<file path="config.mk">
export PLATFORM = sky130hd
export DESIGN_NAME = shift_add_mul_param_flat
export DESIGN_NICKNAME = d
export VERILOG_FILES = /design/src/rtl/shift_add_mul_param_if.sv /design/src/rtl/shift_add_mul_param.sv /design/src/flat_wrapper.sv
export SDC_FILE = /design/constraint.sdc
export NUM_CORES = 1
export LEC_CHECK = 0
export ABC_AREA = 1
export BUFFER_PORTS_ARGS = -buffer_cell sky130_fd_sc_hd__buf_4
export CAP_MARGIN = 20
export CELL_PAD_IN_SITES_DETAIL_PLACEMENT = 1
export CELL_PAD_IN_SITES_GLOBAL_PLACEMENT = 2
export CORE_ASPECT_RATIO = 0.8
export CORE_MARGIN = 2
export CORE_UTILIZATION = 32
export DETAILED_ROUTE_END_ITERATION = 7
export PLACE_DENSITY_LB_ADDON = 0.1
export SYNTH_ARGS = -nofsm -noshare
export SYNTH_HDL_FRONTEND = slang
export SYNTH_SLANG_ARGS = --single-unit
</file>
<file path="constraint.sdc">
create_clock -name clk -period 3.4 [get_ports clk]
set_input_delay 0.17 -clock clk [delete_from_list [all_inputs] [get_ports clk]]
set_output_delay 0.17 -clock clk [all_outputs]
set_load 0.01 [all_outputs]
</file>
<file path="src/rtl/shift_add_mul_param_if.sv">
// Handshake bundle for shift_add_mul_param.
// master: operand producer / result consumer. slave: the multiplier.
interface shift_add_mul_param_if #(
  parameter int WIDTH = 8
);
  localparam int CW = $clog2(WIDTH) + 1;

  logic               in_valid;
  logic               in_ready;
  logic [WIDTH-1:0]   a;
  logic [WIDTH-1:0]   b;
  logic               out_valid;
  logic               out_ready;
  logic [2*WIDTH-1:0] out_data;
  logic [CW-1:0]      out_iters;
  logic               busy;

  modport master (
    output in_valid, a, b, out_ready,
    input  in_ready, out_valid, out_data, out_iters, busy
  );

  modport slave (
    input  in_valid, a, b, out_ready,
    output in_ready, out_valid, out_data, out_iters, busy
  );
endinterface

</file>
<file path="src/rtl/shift_add_mul_param.sv">
// Sequential unsigned shift-and-add multiplier, one operation in flight.
// IDLE accepts an operand pair, RUN adds shifted multiplicands one bit of b
// per cycle, DONE holds the product until the consumer takes it.
// Optional build macro MUL_CONST_TIME_EN: always run WIDTH iterations so the
// latency does not depend on operand values; otherwise RUN stops as soon as
// the remaining multiplier bits (or the multiplicand) are zero.
module shift_add_mul_param #(
  parameter int WIDTH = 8,
  parameter int CW    = $clog2(WIDTH) + 1
) (
  input  logic                  clk,
  input  logic                  rst,
  shift_add_mul_param_if.slave  bus
);

  typedef enum logic [1:0] {
    IDLE = 2'd0,
    RUN  = 2'd1,
    DONE = 2'd2
  } state_t;

  state_t               state_reg;
  logic [WIDTH-1:0]     a_reg;
  logic [WIDTH-1:0]     b_reg;
  logic [2*WIDTH-1:0]   acc_reg;
  logic [CW-1:0]        cnt_reg;

  // Outputs are registered alongside the state so they track it exactly.
  logic                 in_ready_reg;
  logic                 busy_reg;
  logic                 out_valid_reg;
  logic [2*WIDTH-1:0]   out_data_reg;
  logic [CW-1:0]        out_iters_reg;

  logic                 terminate;
  logic [2*WIDTH-1:0]   addend;

  // Termination test and the shifted multiplicand for this iteration.
  always_comb begin
`ifdef MUL_CONST_TIME_EN
    terminate = (cnt_reg == CW'(WIDTH));
`else
    terminate = (b_reg == '0) || (a_reg == '0);
`endif
    addend = {{WIDTH{1'b0}}, a_reg} << cnt_reg;
  end

  // Control FSM, datapath and registered outputs.
  always_ff @(posedge clk) begin
    if (rst) begin
      state_reg     <= IDLE;
      a_reg         <= '0;
      b_reg         <= '0;
      acc_reg       <= '0;
      cnt_reg       <= '0;
      in_ready_reg  <= 1'b1;
      busy_reg      <= 1'b0;
      out_valid_reg <= 1'b0;
      out_data_reg  <= '0;
      out_iters_reg <= '0;
    end else begin
      case (state_reg)
        IDLE: begin
          if (bus.in_valid && in_ready_reg) begin
            a_reg        <= bus.a;
            b_reg        <= bus.b;
            acc_reg      <= '0;
            cnt_reg      <= '0;
            state_reg    <= RUN;
            in_ready_reg <= 1'b0;
            busy_reg     <= 1'b1;
          end
        end
        RUN: begin
          if (terminate) begin
            // The termination cycle does not touch the datapath.
            state_reg     <= DONE;
            busy_reg      <= 1'b0;
            out_valid_reg <= 1'b1;
            out_data_reg  <= acc_reg;
            out_iters_reg <= cnt_reg;
          end else begin
            if (b_reg[0]) begin
              acc_reg <= acc_reg + addend;
            end
            b_reg   <= b_reg >> 1;
            cnt_reg <= cnt_reg + 1'b1;
          end
        end
        DONE: begin
          // No accept in the handshake cycle; in_ready rises next cycle.
          if (bus.out_ready) begin
            state_reg     <= IDLE;
            out_valid_reg <= 1'b0;
            out_data_reg  <= '0;
            out_iters_reg <= '0;
            in_ready_reg  <= 1'b1;
          end
        end
        default: begin
          state_reg     <= IDLE;
          in_ready_reg  <= 1'b1;
          busy_reg      <= 1'b0;
          out_valid_reg <= 1'b0;
          out_data_reg  <= '0;
          out_iters_reg <= '0;
        end
      endcase
    end
  end

  assign bus.in_ready  = in_ready_reg;
  assign bus.busy      = busy_reg;
  assign bus.out_valid = out_valid_reg;
  assign bus.out_data  = out_data_reg;
  assign bus.out_iters = out_iters_reg;

endmodule

</file>
<file path="src/flat_wrapper.sv">
// flat-port wrapper written by rule: the top's interface ports become plain ports
module shift_add_mul_param_flat 
#(
  parameter int WIDTH = 8,
  parameter int CW    = $clog2(WIDTH) + 1
)
  (clk, rst, bus_in_valid, bus_a, bus_b, bus_out_ready, bus_in_ready, bus_out_valid, bus_out_data, bus_out_iters, bus_busy);
  shift_add_mul_param_if #(.WIDTH(WIDTH)) bus_i ();
  input  logic clk;
  input  logic rst;
  input wire logic [$bits(bus_i.in_valid)-1:0] bus_in_valid;
  input wire logic [$bits(bus_i.a)-1:0] bus_a;
  input wire logic [$bits(bus_i.b)-1:0] bus_b;
  input wire logic [$bits(bus_i.out_ready)-1:0] bus_out_ready;
  output wire logic [$bits(bus_i.in_ready)-1:0] bus_in_ready;
  output wire logic [$bits(bus_i.out_valid)-1:0] bus_out_valid;
  output wire logic [$bits(bus_i.out_data)-1:0] bus_out_data;
  output wire logic [$bits(bus_i.out_iters)-1:0] bus_out_iters;
  output wire logic [$bits(bus_i.busy)-1:0] bus_busy;
  assign bus_i.in_valid = bus_in_valid;
  assign bus_i.a = bus_a;
  assign bus_i.b = bus_b;
  assign bus_i.out_ready = bus_out_ready;
  assign bus_in_ready = bus_i.in_ready;
  assign bus_out_valid = bus_i.out_valid;
  assign bus_out_data = bus_i.out_data;
  assign bus_out_iters = bus_i.out_iters;
  assign bus_busy = bus_i.busy;
  shift_add_mul_param #(.WIDTH(WIDTH), .CW(CW)) u_core (.clk(clk), .rst(rst), .bus(bus_i));
endmodule
</file>
# After elaboration in Yosys (flattened, before gate mapping)

Cells that the tools add are included.
Widths: inputs -> output; s select.

Flip-flop bits (word level): 61
Latch bits: 0
Bits in writable memories: 0
Bits in read-only memories: 0
Bits of input ports: 20
Output and inout bits: 23
Word-level logic and storage cells: 65
Memories: 0

Add/sub/neg operators: 2
Multipliers: 0
Div/mod/pow operators: 0
Order comparisons: 0
Equal/unequal tests: 7
Shift-type cells: 1
Multiplexer cells: 29
Bitwise operators: 3
Reduce and logical (&&, ||, !) cells: 13

Operators by type and width:

| kind                | number |
|---|---|
| $mux 16             | 5 |
| $pmux 16 s3         | 1 |
| $pmux 16 s2         | 1 |
| $add 16x16->16      | 1 |
| $logic_not 8->1     | 2 |
| $mux 4              | 4 |
| $mux 8              | 2 |
| $pmux 8 s2          | 1 |
| $shl 8x4->16        | 1 |
| $reduce_and 3->1    | 5 |
| $pmux 4 s3          | 1 |
| $pmux 1 s3          | 3 |
| $pmux 4 s2          | 1 |
| $mux 1              | 6 |
| $mux 2              | 3 |
| $ne 2x1->1 const B  | 3 |
| $pmux 2 s3          | 1 |
| $add 4x1->4 const B | 1 |
| $ne 2x2->1 const B  | 2 |
| $reduce_and 4->1    | 1 |
| $not 1->1           | 3 |
| $eq 2x1->1 const B  | 1 |
| $eq 2x2->1 const B  | 1 |
| $logic_not 2->1     | 1 |
| other kinds (4)     | 4 |

# Logic depth before layout (Yosys ltp)

Depth after elaboration: 5
Depth in mapped cells: 20
Mapped depth without buffers: 19

# Worst setup path after synthesis

No wires, ideal clock.

Path type: flip-flop to flip-flop
Start point: reg u_core.cnt_reg[0]
End point: reg u_core.acc_reg[7]
Setup time: 132 ps
Arrival time: 2224 ps
Data required time: 3268 ps
Setup slack: 1044 ps
Stages on the path, launching flop included: 17
Path through: dfxtp_1 buf_2 buf_2 o21ai_0 nand2_1 o21ai_0 nand2_1 nand2_1 nor2_1 ha_1 nand2_1 inv_1 a21oi_1 nand2_1 or2_2 nand3_1 a21oi_1

Cells in the longest elaborated chain, start to end: 5

Ends and longest elaborated chain:

| item                   | line                      | RTL |
|---|---|---|
| start, declared        | shift_add_mul_param.sv:26 | `logic [CW-1:0] cnt_reg;` |
| start signal, assigned | shift_add_mul_param.sv:87 | `cnt_reg <= cnt_reg + 1'b1;` |
| $shl 8x4->16           | shift_add_mul_param.sv:45 | `addend = {{WIDTH{1'b0}}, a_reg} << cnt_reg;` |
| $add 16x16->16         | shift_add_mul_param.sv:84 | `acc_reg <= acc_reg + addend;` |
| $mux 16                | shift_add_mul_param.sv:83 | `if (b_reg[0]) begin` |
| $mux 16                | shift_add_mul_param.sv:75 | `if (terminate) begin` |
| $pmux 16 s2            | shift_add_mul_param.sv:62 | `case (state_reg)` |
| end signal, assigned   | shift_add_mul_param.sv:84 |  |
| end, declared          | shift_add_mul_param.sv:25 | `logic [2*WIDTH-1:0] acc_reg;` |

Every way passes these cells. The select of a mux whose other input is x is not followed.
A chain may end at the register's enable or synchronous reset.

# Final worst setup path

Ends and elaborated chain as after synthesis.

==> results.txt <==
* Result of the run: finished, final reports clean
- Of all nets on the critical path, the largest fanout is 18.
* Area share of the leading cell type in the synthesized netlist: 34.6%
* Cell taking the most area after synthesis: dfxtp_1
- Primary flip-flop cell chosen by synthesis mapping: dfxtp_1
- Wire segments on met3 add up to approximately 440 um in the final route.
- Remaining global-route overflow: 0
* Total detailed-routing wirelength: 10400 um
- Critical Path Source Type: flip-flop
- The count of buffers added on input and output ports is 42.
* Cell with the most instances after synthesis: nand2_1
* Pin count of the biggest net entering global routing: 43
- Of the available clock period, the critical path in the final layout requires 81.4%.
- The max-slew violation count was 0.
- The highest metal layer carrying signal wires in the routed design is met4.
* Number of buffers inserted for hold repair after clock tree synthesis: 0
* Ratio of total power to cell area: approximately 700 mW/mm2
* I/O pin cnt: between 40 and 50
- Across all register-to-register paths, the minimum setup slack is approximately 0.63 ns.
* Required time at the endpoint of the critical path: 3.59 ns
- Crit path kind: flip-flop to flip-flop
* Number of global-route vias before repair: about 3500
* Non-Filler Instances: around 730
* Mean area per synthesized cell: between 6 and 7 um2
- The floorplan has 34 rows.
- TritonCTS built the clock tree.
- After detailed placement, the total cell area comes to around 0.0039 mm2.
- Based on the critical path, the design can be clocked at up to around 360 MHz.
- Summed over all cells, the static leakage comes to 1.89 nW.
* Hold Path Class: input pin to flip-flop
* Crit path setup slack, layout: between 0.6 and 0.7 ns
- Share of the yosys chip area belonging to registers: 34.6%
- Met2 Routed Length: approximately 4300 um
* Maximum VDD drop: approximately 0.00028 V
* Max-slew headroom at the worst pin: around 39%
* Wire length the detailed router placed on met1: 5590 um
- The die covers about 0.012 mm2.
- Across the routed clock network, the largest skew measured is roughly 0.006 ns.
- Slew @ Worst Pin: ~0.9 ns
* Synth-to-layout area growth: 20.2%
- At the later pin of the worst-skew pair, clock insertion delay measures about 0.33 ns.
- For this run, the total global-route usage over all layers was measured as about a fifth.
- Number of remaining DRC errors: 0
- Fraction of final layout cells with drive strength greater than 1: a little over an eighth
* Overall die height: 97.9 um
- H-tree Lvls: 3
- First-pass GRT wire length: 17800 um
- For the worst flop-to-flop path, the logic depth is 15.
* Leading cell types by total area after synthesis: dfxtp_1 (35%), nand2_1 (18%), a21oi_1 (9.5%), ha_1 (5.7%), nand3_1 (5.1%)
* Synth top cells by count: nand2_1 (168), a21oi_1 (67), dfxtp_1 (61), inv_1 (48), nor2_1 (45)
- # setup viols final: 0
* Synth unique cells: 32
* HPWL after DPL: just over 8000 um
- R2R Path End: u_core.acc_reg[7]
- Number of buffers inserted during clock tree synthesis: 9
- Time the final worst path needs with I/O delays and setup: ~2.8 ns
- Synthesized instance count: ~540
- Reg-to-reg startpoint: u_core.cnt_reg[0]
- Including well taps, the total number of placed cells is between 700 and 800.
* Count of warnings emitted by yosys: 0
- Share of flip-flops with an asynchronous set or reset after synthesis: 0%
* Worst Setup SP: u_core.cnt_reg[0]
- Post-DR wirelength/cell: about 14 um
- RSZ-0062 raised after global routing: no
* Total number of clock tree sinks: 61
- With fillers left out, the area of the finished cells amounts to around 0.0042 mm2.
* Detailed Routing Iterations Pass 1: 4
- The number of antenna diodes in the final layout is 0.
- From left edge to right edge, the die measures approximately 120 um.
- Clock root buffer: clkbuf_16
- The clock passes through at most 2 buffers.
- The detailed router finished its first iteration with 115 violations.
- The critical path ends at u_core.acc_reg[7].
- Number of enable flip-flop cells after synthesis: 0
- In this run the post-CTS setup repair buffer count came out at 0.
* Fraction of the core area covered by cells at the end of the flow: 39.2%
* Sum of negative setup slack: 0 ns
* Final Hold Violating Endpoints: 0
* Post-DR vias/cell: roughly 4.8
* Routed vias: 3484
* Worst-path clk slew: approximately 0.05 ns
* Setup Slack @ Placement: around 0.47 ns
- The initial utilization of the core area, before any placement, comes to around 33%.
- Synthesized area: about 0.0035 mm2
- Floorplan Core Area: roughly 0.011 mm2
* Net count reported at finish: 613
- The number of antenna violations at the first check in global routing was 0.
- In this run, synthesis produced a sequential element count of between 60 and 70.
* Reported max-cap violation count: 0
- In this run the remaining antenna-violating nets after routing total 0.
- The number of nets handed over by synthesis was roughly 580.
* Placer Congestion: 0.856
- Arrival time worst endpoint: between 2 and 3 ns
* Crit end category: flip-flop
## worst min-delay path by stage
stage | startpoint | end | slack [ns] | cells past startpoint
after floorplan | bus_a[7] | u_core.a_reg[7] | 0.30 | 2
after global placement | bus_a[7] | u_core.a_reg[7] | 0.40 | 3
after detailed placement | bus_a[7] | u_core.a_reg[7] | 0.41 | 3
after CTS | bus_a[7] | u_core.a_reg[7] | 0.07 | 3
after global routing | bus_a[7] | u_core.a_reg[7] | 0.08 | 3
final | bus_a[7] | u_core.a_reg[7] | 0.08 | 3
## final cells by class
class	count	area, um2
clock buffer	9	225
clock inverter	7	76.3
fill	1414	6570
inverter	52	195
multi-input combinational	407	2000
sequential	61	1220
tap	144	180
timing repair buffer	45	338
## worst max-delay path, stage by stage, from the launching register on
cell and delay (ns):
dfxtp_2 0.49, inv_1 0.19, nand2_1 0.12, nand2_1 0.05, nand2_1 0.07, inv_1 0.07, o21ai_0 0.24, nor2_1 0.08
ha_1 0.35, nand2_1 0.15, inv_1 0.05, a21oi_1 0.21, nand2_1 0.12, or2_2 0.29, nand3_1 0.08, a21oi_1 0.06
## layer usage
| metal | vias up | track usage (%) |
|---|---|---|
| li1 | 1826 | - |
| met1 | 1596 | 27.9 |
| met2 | 52 | 28.2 |
| met3 | 10 | 3.50 |
| met4 | 0 | 5.13 |
| met5 | - | 0 |
## cell usage in the layout, fill, tap and decap left out, types with 3 or more instances in the layout
cell type    n
dfxtp_1     60
inv_2        3
nor2_1      45
buf_4       45
o21ai_0     33
o221ai_1     3
a21oi_1     67
clkbuf_16    9
ha_1        16
nor3_1       6
nand3_1     36
clkinv_4     3
a31oi_1      3
or2_2        8
inv_1       48
nand2_1    168
## cell families after synthesis
| family | count (synthesis) | share of synthesized area [%] |
|---|---|---|
| mux | 1 | 0.284 |
| simple gates | 270 | 31.9 |
| buf+inv | 73 | 8.62 |
| flops | 61 | 34.6 |
| fa+ha+maj | 17 | 6.24 |
| xor+xnor | 3 | 0.745 |
| compound gates | 116 | 17.6 |
## where the power goes
group / total, mW / switching, mW / internal (mW)
clock network: 0.916 / 0.347 / 0.569
logic: 1.14 / 0.777 / 0.359
registers: 0.913 / 0.0908 / 0.822
## per-stage QoR
| step | total power [mW] | hold WS (ns) |
|---|---|---|
| 5_1_grt | 3.21 | 0.0849 |
| 3_5_place_dp | 2.07 | 0.414 |
| 3_3_place_gp | 2.05 | 0.397 |
| 2_1_floorplan | 1.79 | 0.305 |
| 4_1_cts | 3.00 | 0.0741 |
| 6_report | 2.97 | 0.0793 |
## what timing repair did
item | in CTS | in global routing
endpoints found under the setup margin | 0 | 1
endpoints found under the hold margin | 0 | 0
resized for setup | 0 | 1
Note: power is estimated with default switching activity, not from simulation.
